<file path="config.mk">
export PLATFORM = sky130hd
export DESIGN_NAME = traffic_conflict_monitor
export DESIGN_NICKNAME = d
export VERILOG_FILES = /design/src/rtl/traffic_conflict_monitor.sv
export SDC_FILE = /design/constraint.sdc
export NUM_CORES = 1
export LEC_CHECK = 0
export CAP_MARGIN = 15
export CORE_MARGIN = 1
export CORE_UTILIZATION = 60
export DETAILED_ROUTE_END_ITERATION = 10
export HOLD_SLACK_MARGIN = 0.03
export PLACE_DENSITY = 0.84
export SKIP_CTS_REPAIR_TIMING = 1
export SLEW_MARGIN = 20
export SYNTH_ARGS = -nofsm -noshare
export SYNTH_HDL_FRONTEND = slang
export SYNTH_SLANG_ARGS = --single-unit
</file>
<file path="constraint.sdc">
create_clock -name clk -period 6.45 [get_ports clk]
set_input_delay 1.29 -clock clk [delete_from_list [all_inputs] [get_ports clk]]
set_output_delay 1.29 -clock clk [all_outputs]
set_load 0.05 [all_outputs]
</file>
<file path="src/rtl/traffic_conflict_monitor.sv">
// traffic_conflict_monitor: latches the first safety violation seen on four traffic signal heads
module traffic_conflict_monitor #(
  parameter int MIN_YELLOW = 5,
  parameter int MAX_GREEN  = 0,
  parameter int CNT_W      = 6,
  parameter int PC_W       = 16
) (
  input  logic            clk,
  input  logic            rst,
  input  logic [2:0]      traffic1,
  input  logic [2:0]      traffic2,
  input  logic [2:0]      traffic3,
  input  logic [2:0]      traffic4,
  input  logic            clr_fault,
  output logic            fault,
  output logic [2:0]      fault_code,
  output logic [3:0]      fault_road,
  output logic [3:0]      active_road,
  output logic [PC_W-1:0] phase_count
);
  typedef enum logic [2:0] {GREEN = 3'b001, YELLOW = 3'b010, RED = 3'b100} col_e;
  localparam logic [CNT_W-1:0] MIN_Y = CNT_W'(MIN_YELLOW);
  localparam logic [CNT_W-1:0] MAX_G = CNT_W'(MAX_GREEN);
  col_e             prev_col_q [4];
  col_e             prev_col_d [4];
  logic [CNT_W-1:0] dwell_q    [4];
  logic [CNT_W-1:0] dwell_d    [4];
  logic [2:0]       cur        [4];
  logic             fault_q, fault_d;
  logic [2:0]       fault_code_q, fault_code_d;
  logic [3:0]       fault_road_q, fault_road_d;
  logic [3:0]       active_road_q, active_road_d;
  logic [PC_W-1:0]  phase_count_q, phase_count_d;
  logic [3:0]       valid, bad, nonred, conflict, illegal, short_y, overrun, step_yr;
  logic [2:0]       win_code;
  logic [3:0]       win_road;
  logic             latch;
  assign cur[0] = traffic1;
  assign cur[1] = traffic2;
  assign cur[2] = traffic3;
  assign cur[3] = traffic4;
  // per-road colour tracking, violation detection and sticky fault arbitration
  always_comb begin
    phase_count_d = phase_count_q;
    for (int r = 0; r < 4; r++) begin
      valid[r]      = cur[r] == GREEN || cur[r] == YELLOW || cur[r] == RED;
      bad[r]        = !valid[r];
      nonred[r]     = valid[r] && cur[r] != RED;
      illegal[r]    = valid[r] && ((prev_col_q[r] == GREEN && cur[r] == RED) ||
                      (prev_col_q[r] == RED && cur[r] == YELLOW) || (prev_col_q[r] == YELLOW && cur[r] == GREEN));
      step_yr[r]    = valid[r] && prev_col_q[r] == YELLOW && cur[r] == RED;
      short_y[r]    = step_yr[r] && dwell_q[r] < MIN_Y;
      overrun[r]    = MAX_GREEN != 0 && valid[r] && cur[r] == GREEN && prev_col_q[r] == GREEN && dwell_q[r] >= MAX_G;
      prev_col_d[r] = valid[r] ? col_e'(cur[r]) : prev_col_q[r];
      dwell_d[r]    = !valid[r] ? dwell_q[r] : cur[r] != prev_col_q[r] ? CNT_W'(1) :
                      dwell_q[r] == '1 ? dwell_q[r] : dwell_q[r] + CNT_W'(1);
      phase_count_d = phase_count_d + PC_W'(step_yr[r] && !short_y[r]);
    end
    conflict      = (nonred & (nonred - 4'd1)) != 4'd0 ? nonred : 4'd0;
    win_code      = |bad ? 3'd1 : |conflict ? 3'd2 : |illegal ? 3'd3 : |short_y ? 3'd4 : |overrun ? 3'd5 : 3'd0;
    win_road      = |bad ? bad : |conflict ? conflict : |illegal ? illegal : |short_y ? short_y : overrun;
    latch         = win_code != 3'd0 && (!fault_q || clr_fault);
    fault_d       = latch ? 1'b1 : clr_fault ? 1'b0 : fault_q;
    fault_code_d  = latch ? win_code : clr_fault ? 3'd0 : fault_code_q;
    fault_road_d  = latch ? win_road : clr_fault ? 4'd0 : fault_road_q;
    active_road_d = nonred;
  end
  // state registers with synchronous reset
  always_ff @(posedge clk) begin
    if (rst) begin
      for (int r = 0; r < 4; r++) begin
        prev_col_q[r] <= RED;
        dwell_q[r]    <= '0;
      end
      fault_q       <= 1'b0;
      fault_code_q  <= '0;
      fault_road_q  <= '0;
      active_road_q <= '0;
      phase_count_q <= '0;
    end else begin
      for (int r = 0; r < 4; r++) begin
        prev_col_q[r] <= prev_col_d[r];
        dwell_q[r]    <= dwell_d[r];
      end
      fault_q       <= fault_d;
      fault_code_q  <= fault_code_d;
      fault_road_q  <= fault_road_d;
      active_road_q <= active_road_d;
      phase_count_q <= phase_count_d;
    end
  end
  assign fault       = fault_q;
  assign fault_code  = fault_code_q;
  assign fault_road  = fault_road_q;
  assign active_road = active_road_q;
  assign phase_count = phase_count_q;
endmodule
</file>
==> results by stage, run 1 <==
Run status:
- The flow ran to the end, and the final reports show no timing, DRC or antenna violations.

Synth:
- The Yosys step of the flow raised 0 warnings.
- For this run, the leading register cell type out of synthesis is sky130_fd_sc_hd__dfxtp_1.
- The post-synth design cell area is 3840 sq um.
- sky130_fd_sc_hd__dfxtp_1 is the most common cell in the netlist.
- Counting flops with an async set or reset pin after synthesis yields a share of 0%.
- The share of the Yosys chip area taken by registers is 33.4%.
- Summed over all instances, the cell type with the most area after synthesis is sky130_fd_sc_hd__dfxtp_1.
- The instance count of the mapped netlist is 477.
- In this run, distinct cell masters in the synthesized netlist total 65.
- A synthesized cell averages 8.04 sq um.
- Sorting the synthesized cells by area gives the leading types as sky130_fd_sc_hd__dfxtp_1, sky130_fd_sc_hd__xor2_1, sky130_fd_sc_hd__a21oi_1.
- Counting instances in the post-synthesis netlist gives the leading cell types as sky130_fd_sc_hd__dfxtp_1, sky130_fd_sc_hd__nor2_1, sky130_fd_sc_hd__a21oi_1, sky130_fd_sc_hd__nand2_1, sky130_fd_sc_hd__inv_1.
- The number of synthesized register bits is 64.
- The number of enable-type register cells in the synthesized netlist is 0.
- The total nets after synthesis is 504.
- In this run the biggest area consumer among cell types represents ~33% of the synthesized area.

STA:
- The clock arrives with 0.00715 ns of skew.
- The time the final worst path needs with I/O delays and setup is 4.94 ns.
- The max-slew violation count is 0.
- The worst-case headroom to the max-slew limit is 42.4%.
- The hold violation total from the final report is 0.
- The number of failing setup endpoints in the final timing report is 0.
- The sum of negative setup slack is 0 ns.
- The share of the clock period used by the worst path after layout is 76.6%.
- The fmax is just over 200 MHz.
- Setup repair after global routing left no endpoint under its margin.
- The transition at the pin with the smallest max-transition slack is 0.861 ns.

Clocking:
- The number of buffers created by CTS is 9.
- The number of levels the H-tree was split into is 3.
- The clock drives 64 sinks.
- TritonCTS built the clock tree.
- The largest buffer count on any clock path is 2.
- The clock edge transition at the registers on the reported setup and hold paths is roughly 0.070 ns.
- The cell at the root of the clock tree is sky130_fd_sc_hd__clkbuf_8.
- The clock latency reported for the late side of the worst-skew pair is 0.34 ns.

Worst setup path:
- The number of cells on the worst reg-to-reg path is 13.
- STA classifies the critical path endpoint as a flip-flop.
- The critical path start-end classification is in -> reg.
- The worst path arrival time is 5.21 ns.
- The maximum fanout along the worst path is 13.
- The data required time of the worst path is 6.72 ns.
- The worst setup path is launched from an input port.
- In this run the critical register-to-register path is captured at phase_count[14].
- The setup slack of the most critical reg-to-reg path is roughly 2.8 ns.
- The start of the worst register-to-register path is prev_col_q[0][2].

Floorplanning:
- The die height is slightly above 80 microns.
- The total core area is 6060 sq um.
- Once the floorplan was initialized, standard cells occupied a little over three fifths of the core.
- In this run the core area contains 28 standard-cell rows.
- The die covers 6720 sq um.
- The width of the die is roughly 82 microns.
- The number of top-level pins is 43.

Routing:
- Across all layers, the routed design uses 3548 vias.
- Dividing the detail-routed wire length by the instance count gives around 14 microns.
- The count of nets left with antenna violations once routing finished came out at 0.
- The first detailed-routing pass ran for 9 iterations.
- Wires add up to 8500 microns.
- The met2 wire length is 4220 microns.
- The met3 routed wirelength is 424 microns.
- After the first detailed-routing iteration, the DRC count stood at 248.
- The wire length the detailed router placed on met1 is 3740 microns.
- The via count normalized by instance count is 6.00.
- The highest metal layer used by the detailed router is met4.
- The total DRC errors in the routed layout is 0.

Min path:
- The class of the worst hold path is reg -> reg.
- The sink of the worst hold path is fault_code[1].
- In this run the most critical hold path is launched from fault_code[1].
- Along the worst hold path, the cell count comes to 2.

Power:
- The internal power contribution is roughly 720 uW.
- The sum of internal, switching and leakage power is 978 uW.
- The analysis attributes to cell leakage a power of around 0.0017 uW.
- The total power divided by cell area is 218 nW/um^2.
- Registers are responsible for a little over two fifths of the overall power.
- The logic gate share of total power is 15.4%.
- The relative contribution of the clock network to total power is roughly two fifths.
- The analysis attributes to net switching a power of 256 uW.
- The switching share of total power is 26.2%.
- The worst-case IR drop observed on VDD is 0.163 mV.

GRT:
- The global-route wire length before repair is 14100 microns.
- The largest net degree at the start of global routing is 58.
- The initial antenna violation count is 0.
- Global routing used between 20% and 30% of the available tracks across all layers.
- Global routing finished with a remaining overflow of 0.
- The via count of the first global-routing pass is 3272.

Layout:
- The filler cells instantiated in the layout total ~470.
- The net count of the finished layout is between 500 and 600.
- The sequential cells in the finished layout cover a total of 1280 sq um.
- Relative to the synthesized area, the layout overhead comes to 16.8%.
- The multi-input combinational cells in the finished layout cover a total of 2330 sq um.
- The count of antenna diodes in the layout is 0.
- The share of cells above drive strength 1 is roughly 6.2%.

Place:
- Routability-driven placement finished with a final weighted congestion of 0.804.
- The quantity of I/O buffers inserted on ports is 42.
- The placed wire-length estimate after detailed placement is 6030 microns.

Run:
- The number of max-cap violations is 0.
## metrics by stage
step | setup WS [ns] | instance area (sq um) | std cells | util [%] | hold slack [ns]
2_1_floorplan | 2.14 | 3840 | 477 | - | 0.467
3_3_place_gp | 1.31 | 4240 | 576 | 70.0 | 0.454
3_5_place_dp | 1.17 | 4240 | 576 | 70.0 | 0.461
4_1_cts | 1.52 | 4480 | 591 | 73.9 | 0.471
5_1_grt | 1.24 | 4480 | 591 | 73.9 | 0.498
6_report | 1.51 | 4480 | 591 | 73.9 | 0.467
## cells in the final DEF (no fill, tap or decap), types with 5 or more instances in the layout
master,count
sky130_fd_sc_hd__a21o_1,9
sky130_fd_sc_hd__a21oi_1,45
sky130_fd_sc_hd__and3_1,8
sky130_fd_sc_hd__clkbuf_8,13
sky130_fd_sc_hd__clkdlybuf4s50_1,41
sky130_fd_sc_hd__dfxtp_1,64
sky130_fd_sc_hd__ha_1,9
sky130_fd_sc_hd__inv_1,29
sky130_fd_sc_hd__nand2_1,35
sky130_fd_sc_hd__nand3_1,16
sky130_fd_sc_hd__nand4_1,14
sky130_fd_sc_hd__nor2_1,59
sky130_fd_sc_hd__nor2b_1,5
sky130_fd_sc_hd__nor3_1,16
sky130_fd_sc_hd__o21ai_0,25
sky130_fd_sc_hd__or3_1,5
sky130_fd_sc_hd__xnor2_1,12
sky130_fd_sc_hd__xor2_1,26
## sequential cells by signal, summed over array words and instances (netlist names)
| register | flops |
|---|---|
| dwell_q | 24 |
| phase_count | 16 |
| prev_col_q | 12 |
| active_road | 4 |
| fault_road | 4 |
| fault_code | 3 |
| fault | 1 |
## power groups by stage
stage | Sequential [uW] | Combinational [uW] | Clock, uW
global placement | 428 | 144 | 0
floorplan | 443 | 97.7 | 0
finish | 421 | 151 | 406
global route | 423 | 166 | 427
detailed placement | 429 | 149 | 0
CTS | 420 | 150 | 411
## cell type report
cell class	count	area share, %
repair buffers	44	9.60
multi-input cells	364	52.0
flip-flops and latches	64	28.6
well taps	75	2.09
clock buffers	13	3.99
inverters	29	2.43
clock inverters	2	1.34
## routing by layer
metal  global-route usage (%)  vias up
li1                         -     1772
met1                     32.2     1669
met2                     48.8       94
met3                     4.44       13
met4                     9.65        0
met5                        0        -
## worst max-delay path, stage by stage
cell and delay, ns:
sky130_fd_sc_hd__clkdlybuf4s50_1 0.64, sky130_fd_sc_hd__or4b_1 0.65, sky130_fd_sc_hd__nor3_1 0.22, sky130_fd_sc_hd__nand2_1 0.12, sky130_fd_sc_hd__fa_1 0.46, sky130_fd_sc_hd__inv_1 0.09, sky130_fd_sc_hd__fa_1 0.21, sky130_fd_sc_hd__inv_1 0.06
sky130_fd_sc_hd__fa_1 0.40, sky130_fd_sc_hd__nand2b_1 0.19, sky130_fd_sc_hd__nor2_1 0.13, sky130_fd_sc_hd__nand4_1 0.20, sky130_fd_sc_hd__or3_1 0.39, sky130_fd_sc_hd__a21oi_1 0.16
## how the worst max path moves through the flow
stage                     start               to  slack [ns]
detailed placement  traffic1[0]  phase_count[14]        1.17
floorplan           traffic1[0]  phase_count[12]        2.14
global route        traffic1[0]  phase_count[14]        1.24
global placement    traffic1[0]  phase_count[12]        1.31
finish              traffic1[0]  phase_count[14]        1.51
CTS                 traffic1[0]  phase_count[14]        1.52
## cell families (layout without fill, tap and decap cells)
logic type	after synthesis	after routing	synth area share, %
buffers and inverters	49	88	5.94
and+or+nand+nor	190	190	25.6
adders and majority gates	13	13	4.76
AOI/OAI and AO/OA	122	122	21.2
DFF	64	64	33.4
xor gates and xnor gates	39	39	9.10
Power figures use the tool's default switching activity.
==> run 2, diff against run 1 <==
--- a/config.mk
+++ b/config.mk
@@ -7,10 +7,10 @@
 export LEC_CHECK = 0
 export CAP_MARGIN = 15
 export CORE_MARGIN = 1
-export CORE_UTILIZATION = 60
+export CORE_UTILIZATION = 57
 export DETAILED_ROUTE_END_ITERATION = 10
 export HOLD_SLACK_MARGIN = 0.03
-export PLACE_DENSITY = 0.84
+export PLACE_DENSITY = 0.81
 export SKIP_CTS_REPAIR_TIMING = 1
 export SLEW_MARGIN = 20
 export SYNTH_ARGS = -nofsm -noshare
==> constraint.sdc (replaced) <==
create_clock -name clk -period 4.7 [get_ports clk]
set_input_delay 0.94 -clock clk [delete_from_list [all_inputs] [get_ports clk]]
set_output_delay 0.94 -clock clk [all_outputs]
set_load 0.05 [all_outputs]
==> results by stage, run 2 (synthesis results as in run 1) <==
Run status:
- The run finished, with violations left.
- The final reports fail on design-rule violations.

Worst setup path:
- Counting cells, the worst reg-to-reg path comes to 13.
- The critical path runs through a total of 14 cells.
- The element type at the critical path start is an input port.
- In this design, the critical path's most frequently occurring cell is sky130_fd_sc_hd__fa_1.
- Data on the critical path arrives at its endpoint at 4.51 ns.
- The worst setup path startpoint is traffic1[0].
- The cell family contributing the most delay on the critical path is simple AND/OR/NAND/NOR gates.
- Of all nets on the critical path, the largest fanout is 5.
- The signal on the critical path passes through clkdlybuf4s50_1 > or4b_1 > nor3_1 > nand2_1 > fa_1 > inv_1 > fa_1 > inv_1 > fa_1 > nand2b_1 > nor2_1 > nand4_1 > or3_1 > a21oi_1.
- The startpoint identified for the worst register-to-register timing path is prev_col_q[0][2].
- The end point of the critical path is phase_count[14].
- The number of buffer and inverter instances along the worst setup path is 3.
- The data required time of the worst path is 4.97 ns.
- The peak per-stage delay on the critical path is 0.57 ns.
- The critical path start-end classification is in -> reg.
- The worst setup path is captured at a flip-flop.
- The setup slack of the most critical reg-to-reg path is ~1.1 ns.
- Among all stages on the critical path, the largest delay is contributed by sky130_fd_sc_hd__or4b_1.
- In this run the critical register-to-register path is captured at phase_count[14].

Floorplanning:
- The core region is 6420 sq um.
- The number of top-level pins is 43.
- The die height is 84.0 microns.
- The width of the die is 84.0 microns.
- The floorplan row count is 29.
- The die covers between 7000 and 8000 sq um.
- The effective utilization at floorplan is between 50% and 60%.

STA:
- The max-slew violation count is 0.
- On the final layout, the worst clock skew is 0.00699 ns.
- The time the final worst path needs with I/O delays and setup is 4.24 ns.
- The sum of negative setup slack is 0 ns.
- Timing would allow up to ~240 MHz.
- Final hold analysis gives a worst-case slack of 0.468 ns.
- In this run the tightest slew margin relative to its limit is 43.9%.
- The hold violation total from the final report is 0.
- Setup repair after global routing left no endpoint under its margin.
- Setup violations remaining at the end of the flow were counted as 0.
- The share of the clock period used by the worst path after layout is about 90%.
- For the pin with the worst max-slew slack, the measured transition is 0.836 ns.

Routing:
- The routed design has 8370 microns of wire.
- In the detailed route, the total length drawn on met3 is 415 microns.
- The number of iterations in the first detailed-routing pass is 8.
- The highest metal layer used by the detailed router is met4.
- The detailed router put a total of between 3000 and 4000 microns of wire on met1.
- Once detail routing completed, the nets flagged for antenna violations numbered 0.
- The met2 wire length is 3900 microns.
- For this run, design rule violations remaining after detail routing come to 3.
- The via count normalized by instance count is 5.79.
- The DRC marker count from the first detailed-route iteration is approximately 210.
- Dividing the detail-routed wire length by the instance count gives around 14 microns.
- The via count is 3508.

Power:
- The clock network is responsible for 39.1% of the overall power.
- Combinational logic burns 16.4% of the power.
- The analysis attributes to net switching a power of 353 uW.
- In this run the static leakage power is 0.00175 uW.
- The internal power contribution is 945 uW.
- VDD sags by at most approximately 0.18 mV.
- Of the total power, the share spent switching nets is 27.2%.
- The share of total power in sequential cells is 44.5%.
- In this run the power density over the cells is 285 nW/um^2.

Layout:
- The area of all placed cells without fillers is approximately 4600 sq um.
- The top cell types in the final layout, fill and taps aside, are sky130_fd_sc_hd__dfxtp_1, sky130_fd_sc_hd__nor2_1, sky130_fd_sc_hd__a21oi_1, sky130_fd_sc_hd__clkdlybuf4s50_1, sky130_fd_sc_hd__nand2_1.
- The final net count is 551.
- The area overhead of the layout relative to synthesis is 18.7%.
- The number of flip-flops in the largest register is 24.
- The library cell used most frequently in the layout, excluding fill and tap cells, is sky130_fd_sc_hd__dfxtp_1.
- The repair_antennas step left the layout with diodes totalling 0.
- Ranked by flip-flop count, first place goes to dwell_q.
- The share of cells above drive strength 1 is under 10%.

Clocking:
- TritonCTS built the clock tree.
- Clock tree synthesis inserted a total of 9 buffers.
- The number of levels the H-tree was split into is 3.
- Clock-pin slew was measured on the worst setup and hold paths at 0.07 ns.
- The clock reaches the later pin of the worst-skew pair after 0.34 ns.
- The cell at the root of the clock tree is sky130_fd_sc_hd__clkbuf_8.
- The number of clock sinks is 64.
- The largest buffer count on any clock path is 2.

Place:
- Routability-driven placement finished with a final weighted congestion of ~0.83.
- The cell area after placement is 4330 sq um.
- The placed wire-length estimate after detailed placement is between 6000 and 7000 microns.
- Input and output buffers added on the ports amount to 42.

Run:
- Across the run, the number of max-cap violations was 0.

GRT:
- Entering global routing, the biggest net connects 32 pins.
- The initial antenna violation count is 0.
- The total overflow reported by the global router is 0.
- For this run, the total global-route usage over all layers was measured as around a quarter.
- The via count of the first global-routing pass is 3309.
- The first global-routing pass estimated between 10000 and 15000 microns of wire.

Min path:
- The class of the worst hold path is reg -> reg.
- The hold path startpoint is fault_code[2].
-- run 2: worst reg2reg max path, cell delays in order (launching register included) --
cell                       delay, ns
sky130_fd_sc_hd__dfxtp_1        0.37
sky130_fd_sc_hd__or4b_1         0.56
sky130_fd_sc_hd__nor3_1         0.19
sky130_fd_sc_hd__nand2_1        0.10
sky130_fd_sc_hd__fa_1           0.46
sky130_fd_sc_hd__inv_1          0.09
sky130_fd_sc_hd__fa_1           0.19
sky130_fd_sc_hd__inv_1          0.05
sky130_fd_sc_hd__fa_1           0.41
sky130_fd_sc_hd__nand2b_1       0.19
sky130_fd_sc_hd__nor2_1         0.14
sky130_fd_sc_hd__nand4_1        0.22
sky130_fd_sc_hd__or3_1          0.40
sky130_fd_sc_hd__a21oi_1        0.14
-- run 2: final cells by class --
class	instances	area, sq um
fill	514	1870
clock buffer	14	183
multi-input combinational	364	2330
timing repair buffer	56	520
sequential	64	1280
tap	77	96.3
inverter	29	109
clock inverter	2	35.0
-- run 2: per-stage QoR --
step | utilization, % | total power [uW] | setup slack [ns] | instances
2_1_floorplan | - | 741 | 0.736 | 477
5_1_grt | 70.9 | 1350 | 0.188 | 606
6_report | 70.9 | 1300 | 0.458 | 606
4_1_cts | 70.9 | 1310 | 0.462 | 606
3_5_place_dp | 67.5 | 800 | 0.107 | 590
3_3_place_gp | 67.5 | 795 | 0.182 | 590
-- run 2: worst min path at each step --
stage,end,cells after the start
after detailed placement,fault_code[2],2
after global placement,fault_code[2],2
after CTS,fault_code[2],2
final,fault_code[2],2
after global routing,fault_code[2],2
after floorplan,dwell_q[3][5],2
-- run 2: power by group through the flow --
stage / combinational [uW] / sequential (uW) / clock [uW]
floorplan: 134 / 607 / 0
global placement: 206 / 588 / 0
detailed placement: 211 / 589 / 0
CTS: 213 / 577 / 518
global route: 236 / 579 / 538
finish: 213 / 577 / 508
-- run 2: per-layer routing --
layer / GRT usage, % / vias up
met5: 0 / -
met4: 10.2 / 0
met3: 5.64 / 17
met1: 31.2 / 1614
met2: 42.3 / 70
li1: - / 1807
==> run 3, diff against run 2 <==
--- a/config.mk
+++ b/config.mk
@@ -9,8 +9,10 @@
 export CORE_MARGIN = 1
 export CORE_UTILIZATION = 57
 export DETAILED_ROUTE_END_ITERATION = 10
+export GPL_ROUTABILITY_DRIVEN = 0
 export HOLD_SLACK_MARGIN = 0.03
 export PLACE_DENSITY = 0.81
+export SETUP_SLACK_MARGIN = 0.02
 export SKIP_CTS_REPAIR_TIMING = 1
 export SLEW_MARGIN = 20
 export SYNTH_ARGS = -nofsm -noshare
==> results of run 3 <==
No change in the layout: final DEF, timing and power equal those of run 2.
